File: config.mk
export PLATFORM = sky130hd
export DESIGN_NAME = mem_bus_adapter
export DESIGN_NICKNAME = d
export VERILOG_FILES = /design/src/rtl/mem_bus_adapter.sv
export SDC_FILE = /design/constraint.sdc
export NUM_CORES = 1
export LEC_CHECK = 0
export CAP_MARGIN = 20
export CORE_MARGIN = 2
export CORE_UTILIZATION = 49
export DETAILED_ROUTE_END_ITERATION = 12
export MAX_ROUTING_LAYER = met4
export PLACE_DENSITY = 0.8
export SLEW_MARGIN = 20
export SYNTH_ARGS = -nofsm -noshare
export SYNTH_HDL_FRONTEND = slang
export SYNTH_SLANG_ARGS = --single-unit
File: constraint.sdc
create_clock -name clk -period 2.7 [get_ports clk]
set_input_delay 0.54 -clock clk [delete_from_list [all_inputs] [get_ports clk]]
set_output_delay 0.54 -clock clk [all_outputs]
set_load 0.01 [all_outputs]
File: src/rtl/mem_bus_adapter.sv
// CPU-to-RAM bus adapter: stalls the CPU for WAIT_STATES cycles, performs the access on a
// zero-delay word RAM, and turns partial-byte writes into a read-modify-write sequence.
module mem_bus_adapter #(
    parameter int unsigned WAIT_STATES = 0
) (
    input  logic        clk,
    input  logic        reset_n,
    input  logic [31:0] cpu_address,
    input  logic        cpu_read,
    input  logic        cpu_write,
    input  logic [3:0]  cpu_byteenable,
    input  logic [31:0] cpu_writedata,
    output logic        cpu_waitrequest,
    output logic [31:0] cpu_readdata,
    output logic [31:0] mem_address,
    output logic        mem_read,
    output logic        mem_write,
    output logic [31:0] mem_writedata,
    input  logic [31:0] mem_readdata
);

    typedef enum logic [2:0] {
        IDLE   = 3'd0,
        WAIT   = 3'd1,
        ACCESS = 3'd2,
        MERGE  = 3'd3,
        DONE   = 3'd4
    } state_t;

    localparam logic [7:0] WAIT_INIT = 8'(WAIT_STATES);
    localparam logic       NO_WAIT   = (WAIT_STATES == 32'd0);
    localparam logic [3:0] BE_ALL    = 4'b1111;
    localparam logic [3:0] BE_NONE   = 4'b0000;

    function automatic logic [31:0] merge_bytes(input logic [31:0] new_data,
                                                input logic [31:0] old_data,
                                                input logic [3:0]  be);
        logic [31:0] merged;
        merged = old_data;
        for (int n = 0; n < 4; n++) begin
            if (be[n]) begin
                merged[8*n +: 8] = new_data[8*n +: 8];
            end else begin
                merged[8*n +: 8] = old_data[8*n +: 8];
            end
        end
        return merged;
    endfunction

    state_t      r_state;
    state_t      w_next;
    logic [7:0]  r_cnt;
    logic [31:0] r_addr;
    logic        r_is_read;
    logic [3:0]  r_be;
    logic [31:0] r_wdata;
    logic [31:0] r_merge;
    logic [31:0] r_rdata;
    logic        r_mem_read;
    logic        r_mem_write;
    logic [31:0] r_mem_wdata;

    logic        w_accept;
    logic        w_src_read;
    logic [3:0]  w_src_be;
    logic [31:0] w_src_wdata;
    logic        w_mem_read_n;
    logic        w_mem_write_n;
    logic [31:0] w_mem_wdata_n;
    logic        w_unused_addr_lsb;

    assign w_unused_addr_lsb = &cpu_address[1:0];
    assign w_accept    = (r_state == IDLE) && (cpu_read ^ cpu_write);
    // Strobes for the ACCESS cycle are decided on entry, straight from the CPU when skipping WAIT.
    assign w_src_read  = (r_state == IDLE) ? cpu_read       : r_is_read;
    assign w_src_be    = (r_state == IDLE) ? cpu_byteenable : r_be;
    assign w_src_wdata = (r_state == IDLE) ? cpu_writedata  : r_wdata;

    // State register
    always_ff @(posedge clk or negedge reset_n) begin
        if (!reset_n) begin
            r_state <= IDLE;
        end else begin
            r_state <= w_next;
        end
    end

    // Next-state decode
    always_comb begin
        w_next = r_state;
        case (r_state)
            IDLE: begin
                if (w_accept) begin
                    w_next = NO_WAIT ? ACCESS : WAIT;
                end else begin
                    w_next = IDLE;
                end
            end
            WAIT: begin
                if (r_cnt <= 8'd1) begin
                    w_next = ACCESS;
                end else begin
                    w_next = WAIT;
                end
            end
            ACCESS: begin
                if (!r_is_read && (r_be != BE_ALL) && (r_be != BE_NONE)) begin
                    w_next = MERGE;
                end else begin
                    w_next = DONE;
                end
            end
            MERGE:   w_next = DONE;
            DONE:    w_next = IDLE;
            default: w_next = IDLE;
        endcase
    end

    // RAM strobes for the coming cycle, so the strobe outputs come straight from flops
    always_comb begin
        w_mem_read_n  = 1'b0;
        w_mem_write_n = 1'b0;
        w_mem_wdata_n = r_mem_wdata;
        if ((w_next == ACCESS) && (r_state != ACCESS)) begin
            if (w_src_read) begin
                w_mem_read_n = 1'b1;
            end else if (w_src_be == BE_ALL) begin
                w_mem_write_n = 1'b1;
                w_mem_wdata_n = w_src_wdata;
            end else if (w_src_be != BE_NONE) begin
                w_mem_read_n = 1'b1;
            end else begin
                w_mem_read_n = 1'b0;
            end
        end else if (w_next == MERGE) begin
            w_mem_write_n = 1'b1;
        end else begin
            w_mem_write_n = 1'b0;
        end
    end

    // Request latch, wait counter, read/merge capture and strobe registers
    always_ff @(posedge clk or negedge reset_n) begin
        if (!reset_n) begin
            r_cnt       <= 8'd0;
            r_addr      <= 32'd0;
            r_is_read   <= 1'b0;
            r_be        <= 4'd0;
            r_wdata     <= 32'd0;
            r_merge     <= 32'd0;
            r_rdata     <= 32'd0;
            r_mem_read  <= 1'b0;
            r_mem_write <= 1'b0;
            r_mem_wdata <= 32'd0;
        end else begin
            if (w_accept) begin
                r_addr    <= {2'b00, cpu_address[31:2]};
                r_is_read <= cpu_read;
                r_be      <= cpu_byteenable;
                r_wdata   <= cpu_writedata;
                r_cnt     <= WAIT_INIT;
            end else if (r_state == WAIT) begin
                r_cnt <= r_cnt - 8'd1;
            end
            if ((r_state == ACCESS) && r_is_read) begin
                r_rdata <= mem_readdata;
            end
            if ((r_state == ACCESS) && (w_next == MERGE)) begin
                r_merge <= mem_readdata;
            end
            r_mem_read  <= w_mem_read_n;
            r_mem_write <= w_mem_write_n;
            r_mem_wdata <= w_mem_wdata_n;
        end
    end

    // A simultaneous read+write in IDLE is not a request and must not stall the CPU.
    assign cpu_waitrequest = reset_n && (cpu_read || cpu_write) && (r_state != DONE) &&
                             !((r_state == IDLE) && cpu_read && cpu_write);
    assign cpu_readdata    = r_rdata;
    assign mem_address     = r_addr;
    assign mem_read        = r_mem_read;
    assign mem_write       = r_mem_write;
    assign mem_writedata   = (r_state == MERGE) ? merge_bytes(r_wdata, r_merge, r_be) : r_mem_wdata;

endmodule

Word level (Yosys, flattened, before mapping)
Index checks and enable logic that the tools add are counted.
{"block": "totals", "register_bits": 176, "inputBits": 104}
{"block": "classes", "eq_ne": 9, "n_reduce_logical": 19, "addsub": 1, "magnitude_cmp": 1, "bitwise_logic": 2, "muxes": 22}
{"op": "$mux W32", "count": 2}
{"op": "$mux W8", "count": 6}
{"op": "$eq A3 B2 Y1 const B", "count": 4}
{"op": "$pmux W3 S4", "count": 1}
{"op": "$logic_and A1 B1 Y1", "count": 11}
{"op": "$mux W1", "count": 9}
{"op": "$le A8 B1 Y1 const B", "count": 1}
{"op": "$reduce_bool A4 Y1", "count": 2}
{"op": "$sub A8 B1 Y8 const B", "count": 1}
{"op": "$eq A4 B4 Y1 const B", "count": 1}
{"op": "$mux W2", "count": 2}
{"op": "$mux W4", "count": 1}
{"op": "$ne A4 B4 Y1 const B", "count": 1}
{"op": "$eq A3 B1 Y1 const B", "count": 1}
{"op": "$logic_not A3 Y1", "count": 1}
{"op": "$mux W3", "count": 1}
{"op": "$ne A3 B2 Y1 const B", "count": 1}
{"op": "$ne A3 B3 Y1 const B", "count": 1}
{"op": "$reduce_and A3 Y1", "count": 1}
{"op": "$logic_not A1 Y1", "count": 2}
{"op": "$reduce_bool A2 Y1", "count": 1}
{"op": "$logic_or A1 B1 Y1", "count": 1}
{"op": "$not A1 Y1", "count": 1}
{"op": "$xor A1 B1 Y1", "count": 1}

Logic depth before layout (Yosys ltp)
Gate-level depths: netlist (run 1).
{"block": "depth", "depth_word": 8, "mapped_depth": 8, "mapped_depth_nobuf": 6}

Least setup slack after synthesis (run 1)
OpenSTA, ideal clock, no wires.
{"block": "synth_path", "path_type": "in2reg", "start": "in cpu_read", "end": "reg r_mem_wdata[10]", "slack_ps": 614, "arrival_time_ps": 1959, "setup_ps": 127, "n_path_buf": 2, "path_stages": 8, "required_ps": 2573, "path_cell_list": "inv_1 ha_1 nor4b_2 and2_0 o22a_1 buf_4 buf_6 mux2_1"}
{"block": "synth_between", "elab_chain_cells": 7, "elab_cells_between_ends": 9}
{"element": "start: declaration", "line_no": "9", "source": "input logic cpu_read,"}
{"element": "$xor A1 B1 Y1", "line_no": "73", "source": "assign w_accept = (r_state == IDLE) && (cpu_read ^ cpu_write);"}
{"element": "$logic_and A1 B1 Y1", "line_no": "73"}
{"element": "$mux W2", "line_no": "93", "source": "if (w_accept) begin"}
{"element": "$pmux W3 S4", "line_no": "91", "source": "case (r_state)"}
{"element": "$eq A3 B2 Y1", "line_no": "124", "source": "if ((w_next == ACCESS) && (r_state != ACCESS)) begin"}
{"element": "$logic_and A1 B1 Y1", "line_no": "124"}
{"element": "$reduce_and A3 Y1 (no line) *"}
{"element": "end signal: assignment", "line_no": "173", "source": "r_mem_wdata <= w_mem_wdata_n;"}
{"element": "end: declaration", "line_no": "61", "source": "logic [31:0] r_mem_wdata;"}
Every way passes the cells marked *; elsewhere a longest branch is shown, timed or not.
A chain may end at the register's enable or synchronous reset.

Final worst setup path (run 1)
{"block": "layout_path", "start": "reg r_state[2]", "end": "out mem_writedata[14]"}
{"block": "layout_between", "elab_chain_cells": 2}
{"element": "start: declaration", "line_no": "50", "source": "state_t r_state;"}
{"element": "start signal: assignment", "line_no": "84", "source": "r_state <= w_next;"}
{"element": "$eq A3 B2 Y1", "line_no": "184", "source": "assign mem_writedata = (r_state == MERGE) ? merge_bytes(r_wdata, r_merge, r_be) : r_mem_wdata;"}
{"element": "$mux W32", "line_no": "184"}
{"element": "end: declaration", "line_no": "18", "source": "output logic [31:0] mem_writedata,"}
Every way passes these cells.

==> results of run 1 <==
==> worst register-to-register path: cells and delay by family, from the launching register on <==
family,cells,cell delay (ps)
AND/OR/NAND/NOR,3,580
multiplexers,1,390
flip-flops,1,760
buffers and inverters,1,350
==> report_power, final <==
part	total [mW]	internal, mW	leakage (nW)	switching (mW)
Clock	2.49	1.49	0.275	1.00
Combinational	5.52	3.33	2.53	2.19
Sequential	4.81	3.90	2.15	0.916
Total	12.8	8.71	4.96	4.11
==> cells in the mapped netlist, drive strengths merged, types with 3 or more instances <==
| cell type | n | share of area [%] |
|---|---|---|
| mux2 | 195 | 28 |
| clkbuf | 10 | 0.48 |
| xor2 | 6 | 0.67 |
| nor3 | 6 | 0.53 |
| nand2 | 34 | 1.6 |
| buf | 26 | 2.2 |
| mux2i | 32 | 4.1 |
| inv | 4 | 0.19 |
| a21oi | 3 | 0.19 |
| nor3b | 4 | 0.45 |
| dfrtp | 176 | 56 |
| nor2 | 13 | 0.62 |
| nand4 | 3 | 0.24 |
| ha | 3 | 0.48 |
| o21ai | 32 | 2.0 |
==> metal layers <==
| layer | vias up | global-route usage, % | wire, um |
|---|---|---|---|
| met3 | 33 | 6.31 | 1010 |
| met2 | 157 | 39.2 | 9750 |
| met1 | 2713 | 28.6 | 7770 |
| met4 | 0 | 7.26 | 388 |
| met5 | - | - | 0 |
| li1 | 2425 | - | - |
==> layout make-up <==
cell class / count / area share (%)
clock buffer: 24 / 4.28
clock inverter: 8 / 1.21
inverter: 4 / 0.139
multi-input combinational: 354 / 30.2
sequential: 176 / 40.8
tap: 216 / 2.50
timing repair buffer: 220 / 20.9
==> kinds of logic (layout without fill, tap and decap cells) <==
logic type                 after synthesis  in the layout  share of synthesized area, %
muxes                                  227            227                          32.1
xor gates and xnor gates                 7              7                         0.782
DFF                                    176            176                          56.2
AOI/OAI and AO/OA                       41             41                          2.87
buffers and inverters                   40            256                          2.86
and+or+nand+nor                         74             74                          4.72
adders and majority gates                3              3                         0.479
other                                    1              2                        0.0478
==> repair_timing <==
action	CTS	global route
gates resized for setup	26	22
setup endpoints to repair	32	19
gates cloned	0	0
==> flip-flops by register name, summed over array words and instances (netlist names) <==
signal	flops
mem_write	1
cpu_readdata	32
r_wdata	32
r_state	3
r_mem_wdata	32
r_be	4
r_is_read	1
r_merge	32
r_cnt	8
mem_read	1
mem_address	30
==> worst min-delay path by stage <==
stage / from / to / slack (ps) / depth (start not counted)
after floorplan: reset_n / cpu_readdata[0] / 240 / 0
after global placement: r_mem_wdata[2] / r_mem_wdata[2] / 470 / 1
after global routing: reset_n / r_cnt[3] / 320 / 2
after CTS: reset_n / cpu_readdata[31] / 270 / 2
final: reset_n / r_cnt[7] / 250 / 2
after detailed placement: r_mem_wdata[13] / r_mem_wdata[13] / 470 / 1
==> metrics by stage <==
stage          total power, mW  setup WS (ps)  instance area, um2  util [%]  hold WS, ps
2_1_floorplan             7.93            614                7850         -          244
3_3_place_gp              10.1           55.7               10200      64.4          467
4_1_cts                   13.0         0.0406               10700      68.1          275
6_report                  12.8            222               10800      68.4          249
3_5_place_dp              10.4           12.0               10200      64.4          475
5_1_grt                   13.6            114               10800      68.4          316
==> layout by cell type, fill, tap and decap left out, types with 4 or more instances in the layout <==
| master | n |
|---|---|
| inv_1 | 4 |
| clkdlybuf4s50_1 | 164 |
| mux2_2 | 166 |
| mux2i_1 | 32 |
| nor3_1 | 5 |
| buf_12 | 6 |
| dlygate4sd2_1 | 14 |
| nor2_1 | 13 |
| xor2_1 | 6 |
| dlymetal6s2s_1 | 19 |
| nand2_1 | 33 |
| o21ai_0 | 24 |
| mux2_1 | 29 |
| o21ai_1 | 4 |
| dfrtp_1 | 174 |
| clkbuf_1 | 6 |
| o21ai_2 | 4 |
| clkbuf_16 | 17 |
| buf_4 | 16 |
==> run metrics, run 1 <==
sequential cell area=4410 um2; Setup TNS=0 ps; Die X=131 um; Setup crit end=mem_writedata[14]; Die H=131 um; Slew HR=52.3%; Worst Path Required=2160 ps; Antenna Nets Post-Route=0; number of iterations in the first detailed-routing pass=4; fin crit period=2480 ps; Final #Nets=880; Fillers=1129; Antenna Cells=0; Cell Pwr Density=1190 nW/um2; EDFF count, synth=0; num rows=46; DIE AREA=17000 um2; setup violators final=0; Placed Cells=970; Crit Path Class=reg -> out; Worst path max stage delay=470 ps; via/cell ratio=5.32; HPWL Detailed=13200 um; setup repair bufs after CTS=0; vias in the first global route=5768; share of layout cells above drive strength 1=29.0%; delay-heaviest family, CP=buffers and inverters; RD Place Congestion=0.778; max-slew violations=0; CP Launch Point=r_state[2]; Post-Route WL=18900 um; Worst setup EP type=output pin; routed vias=5328; cts hold-fix bufs=0; ys async rst share=100%; Slowest-stage cell, CP=dfrtp_2; Initial DRC Count=274; Clock transition at path regs=60 ps; arrival time worst endpoint=1940 ps; register area share after synthesis=56.2%; top_reg_cell synth=dfrtp_1; wire length per cell=18.9 um; global-route wire length before repair=30000 um; fin cells=1002; Remaining DRCs=0; Critical Path, Cell by Cell=nor2b_2, nand2_2, buf_4, o21ai_0, dlygate4sd2_1; HP Class=in -> async; worst flop-to-flop path startpoint=r_be[1]; CP Launch Type=flip-flop; Worst VDD drop=0.655 mV; area occupied by multi-input gates=3260 um2; Reg2Reg Depth=5; cells after synthesis=569; Yosys reg bits=176; CTS tree=built; maxcap violations=0; Clock Sinks=176; total gr overflow=0; number of buffers created by CTS=17; clock buffer depth=2; worst-margin pin slew=715 ps; RSZ-0062 raised after global routing=no; worst-skew pair later-pin latency=430 ps; Root Driver=clkbuf_16; worst reg2reg endpoint=r_merge[11]; leakage power=4.96 nW; count of different cell masters after synthesis=38; skew final=12.8 ps; aggregate global-route resource usage=23.7%; CORE AREA=15800 um2; crit path buf inv count=2; Post-Syn Area=7840 um2; # IOs=203; critical path peak fanout=23; register-to-register setup slack=490 ps; port buffer count=198; period utilization=91.8%; Ys Warns=0; syn_area_per_cell=13.8 um2; Starting Density=49.7%; largest net degree at the start of global routing=130; final hold vios=0; Stages on worst setup path=5; status=finished, final reports clean; Area Growth Syn to Fin=37.6%; initial antenna violation count=0; Max Fclk=0.404 GHz; H-tree Lvls=4
Note: power is estimated with default switching activity, not from simulation.
==> inputs of run 2 (changes only) <==
==> constraint.sdc (replaced) <==
create_clock -name clk -period 2.7 [get_ports clk]
set_input_delay 0.27 -clock clk [delete_from_list [all_inputs] [get_ports clk]]
set_output_delay 0.27 -clock clk [all_outputs]
set_load 0.01 [all_outputs]
==> run 2 against run 1 <==
The run now ends with hold timing left; register-to-register slack hardly changed; clock skew shrank 5.9 ps; fmax is 2.7% lower; cell area down 1.6%; cell count decreased by 0.40%; flip-flop and latch count unchanged; non-clock buffer count fell by 2; critical path type unchanged; critical endpoint is now mem_writedata[9].
==> run metrics, run 2 (synthesis results as in run 1) <==
period utilization=94.3% (was 91.8%); Starting Density=49.7% (unchanged); setup violators final=0 (unchanged); num rows=46 (unchanged); Antenna Nets Post-Route=0 (unchanged); clock buffer depth=2 (unchanged); maxcap violations=0 (unchanged); number of buffers created by CTS=17 (unchanged); Cell Pwr Density=1180 nW/um2 (was 1190 nW/um2); H-tree Lvls=4 (unchanged); Fillers=1171 (was 1129); Setup TNS=0 ps (unchanged); arrival time worst endpoint=2280 ps (was 1940 ps); crit path buf inv count=2 (unchanged); failing checks=hold timing; Final #Nets=878 (was 880); total gr overflow=0 (unchanged); HP Class=in -> async (unchanged); routed vias=5298 (was 5328); CTS tree=built (unchanged); DIE AREA=17000 um2 (unchanged); aggregate global-route resource usage=23.3% (was 23.7%); CORE AREA=15800 um2 (unchanged); Slowest-stage cell, CP=clkdlybuf4s50_1 (was dfrtp_2); Worst setup EP type=output pin (unchanged); Clock Sinks=176 (unchanged); wire length per cell=18.8 um (was 18.9 um); area occupied by multi-input gates=3240 um2 (was 3260 um2); critical path peak fanout=24 (was 23); Fin Hold WS=-0.546 ps (was 249 ps); Critical Path, Cell by Cell=nor2b_2, nand2_2, buf_4, o21ai_0, clkdlybuf4s50_1 (was nor2b_2, nand2_2, buf_4, o21ai_0, dlygate4sd2_1); Clock transition at path regs=60 ps (about the same); most common library cell in the layout ignoring fill and taps=clkdlybuf4s50_1 (was dfrtp_1); Initial DRC Count=184 (was 274); Post-Route WL=18800 um (was 18900 um); worst-margin pin slew=946 ps (was 715 ps); Worst Path Required=2430 ps (was 2160 ps); Worst VDD drop=0.643 mV (was 0.655 mV); setup ws final=154 ps (was 222 ps); # IOs=203 (unchanged); vias in the first global route=5811 (was 5768); delay-heaviest family, CP=buffers and inverters (unchanged); HPWL Detailed=13000 um (was 13200 um); Antenna Cells=0 (unchanged); Worst path max stage delay=590 ps (was 470 ps); initial antenna violation count=0 (unchanged); via/cell ratio=5.31 (was 5.32); setup repair bufs after CTS=0 (unchanged); leakage power=4.53 nW (was 4.96 nW); CP Launch Type=flip-flop (unchanged); RD Place Congestion=0.812 (was 0.778); Slew HR=36.9% (was 52.3%); status=complete, but fails checks (was finished, final reports clean); final hold vios=4 (was 0); Area Growth Syn to Fin=35.5% (was 37.6%); Remaining DRCs=0 (unchanged); commonest non-fill, non-tap cells in the layout=clkdlybuf4s50_1 (197), dfrtp_1 (175), mux2_2 (166), nand2_1 (33), mux2i_1 (32) (was dfrtp_1 (174), mux2_2 (166), clkdlybuf4s50_1 (164), nand2_1 (33), mux2i_1 (32)); largest net degree at the start of global routing=77 (was 130); final core occ=67.4% (was 68.4%); global-route wire length before repair=29600 um (was 30000 um); Max Fclk=0.393 GHz (was 0.404 GHz); max-slew violations=0 (unchanged); port buffer count=198 (unchanged); fin crit period=2550 ps (was 2480 ps); share of layout cells above drive strength 1=28.0% (was 29.0%); Die H=131 um (unchanged); Crit Path Class=reg -> out (unchanged); skew final=6.90 ps (was 12.8 ps); cts hold-fix bufs=0 (unchanged); sequential cell area=4410 um2 (about the same); RSZ-0062 raised after global routing=no (unchanged); Root Driver=clkbuf_16 (unchanged); number of iterations in the first detailed-routing pass=4 (unchanged); worst-skew pair later-pin latency=420 ps (was 430 ps); post-placement worst setup slack=121 ps (was 12.0 ps); Die X=131 um (unchanged)
## run 2: cell count changes in the layout (fill, tap and decap cells not counted), moves of 4 or more
cell             delta
clkdlybuf4s50_1    +33
dlygate4sd2_1      -14
o21ai_0             +7
o21ai_2             -4
dlymetal6s2s_1     -19
## run 2: repair_timing
item | CTS | global route
hold endpoints to repair | 0 | 0
endpoints found under the setup margin | 0 | 20
resized for setup | 0 | 3
## run 2: path summary, 6_finish.rpt
| path | slack, ps | cells after the start | end | startpoint |
|---|---|---|---|---|
| max | 150 | 5 | mem_writedata[9] | r_state[2] |
| min | -0.5 | 2 | r_wdata[31] | reset_n |
| max reg2reg | 490 | 6 | r_mem_wdata[5] | r_state[0] |
| min reg2reg | 490 | 1 | r_mem_wdata[25] | r_mem_wdata[25] |
| max in group asynchronous | 1950 | 2 | r_state[1] | reset_n |
| min in group clk | 460 | 2 | mem_address[1] | cpu_address[3] |
## run 2: per-layer routing
| metal | GRT usage [%] | share of wire [%] | routed length, um |
|---|---|---|---|
| met5 | - | 0 | 0 |
| met4 | 9.45 | 2.9 | 546 |
| met3 | 5.94 | 5.1 | 962 |
| met2 | 39.0 | 51 | 9650 |
| met1 | 27.0 | 41 | 7650 |
## run 2: where the power goes
part	total [mW]	internal, mW	switching (mW)
Clock	2.18	1.21	0.964
Sequential	4.68	3.90	0.779
Combinational	5.71	3.40	2.31
## run 2: area by class of cell
type / instances / share of cell area (%)
well taps: 216 / 2.54
inverters: 4 / 0.141
clock inverters: 5 / 0.318
clock buffers: 25 / 4.48
multi-input cells: 354 / 30.5
flip-flops and latches: 176 / 41.5
repair buffers: 218 / 20.6
## run 2: per-stage QoR
stage               total power, mW  area, um2  instances
floorplan                      7.93       7850        570
global placement               10.1      10100        968
detailed placement             10.4      10100        968
CTS                            12.7      10600        998
global route                   13.3      10600        998
finish                         12.6      10600        998
## run 2: worst register-to-register path, delay by kind of cell (launching register included)
family | cells | cell delay [ps]
buffers and inverters | 2 | 490
AOI/OAI and AO/OA | 1 | 220
muxes | 1 | 370
and+or+nand+nor | 2 | 500
DFF | 1 | 520
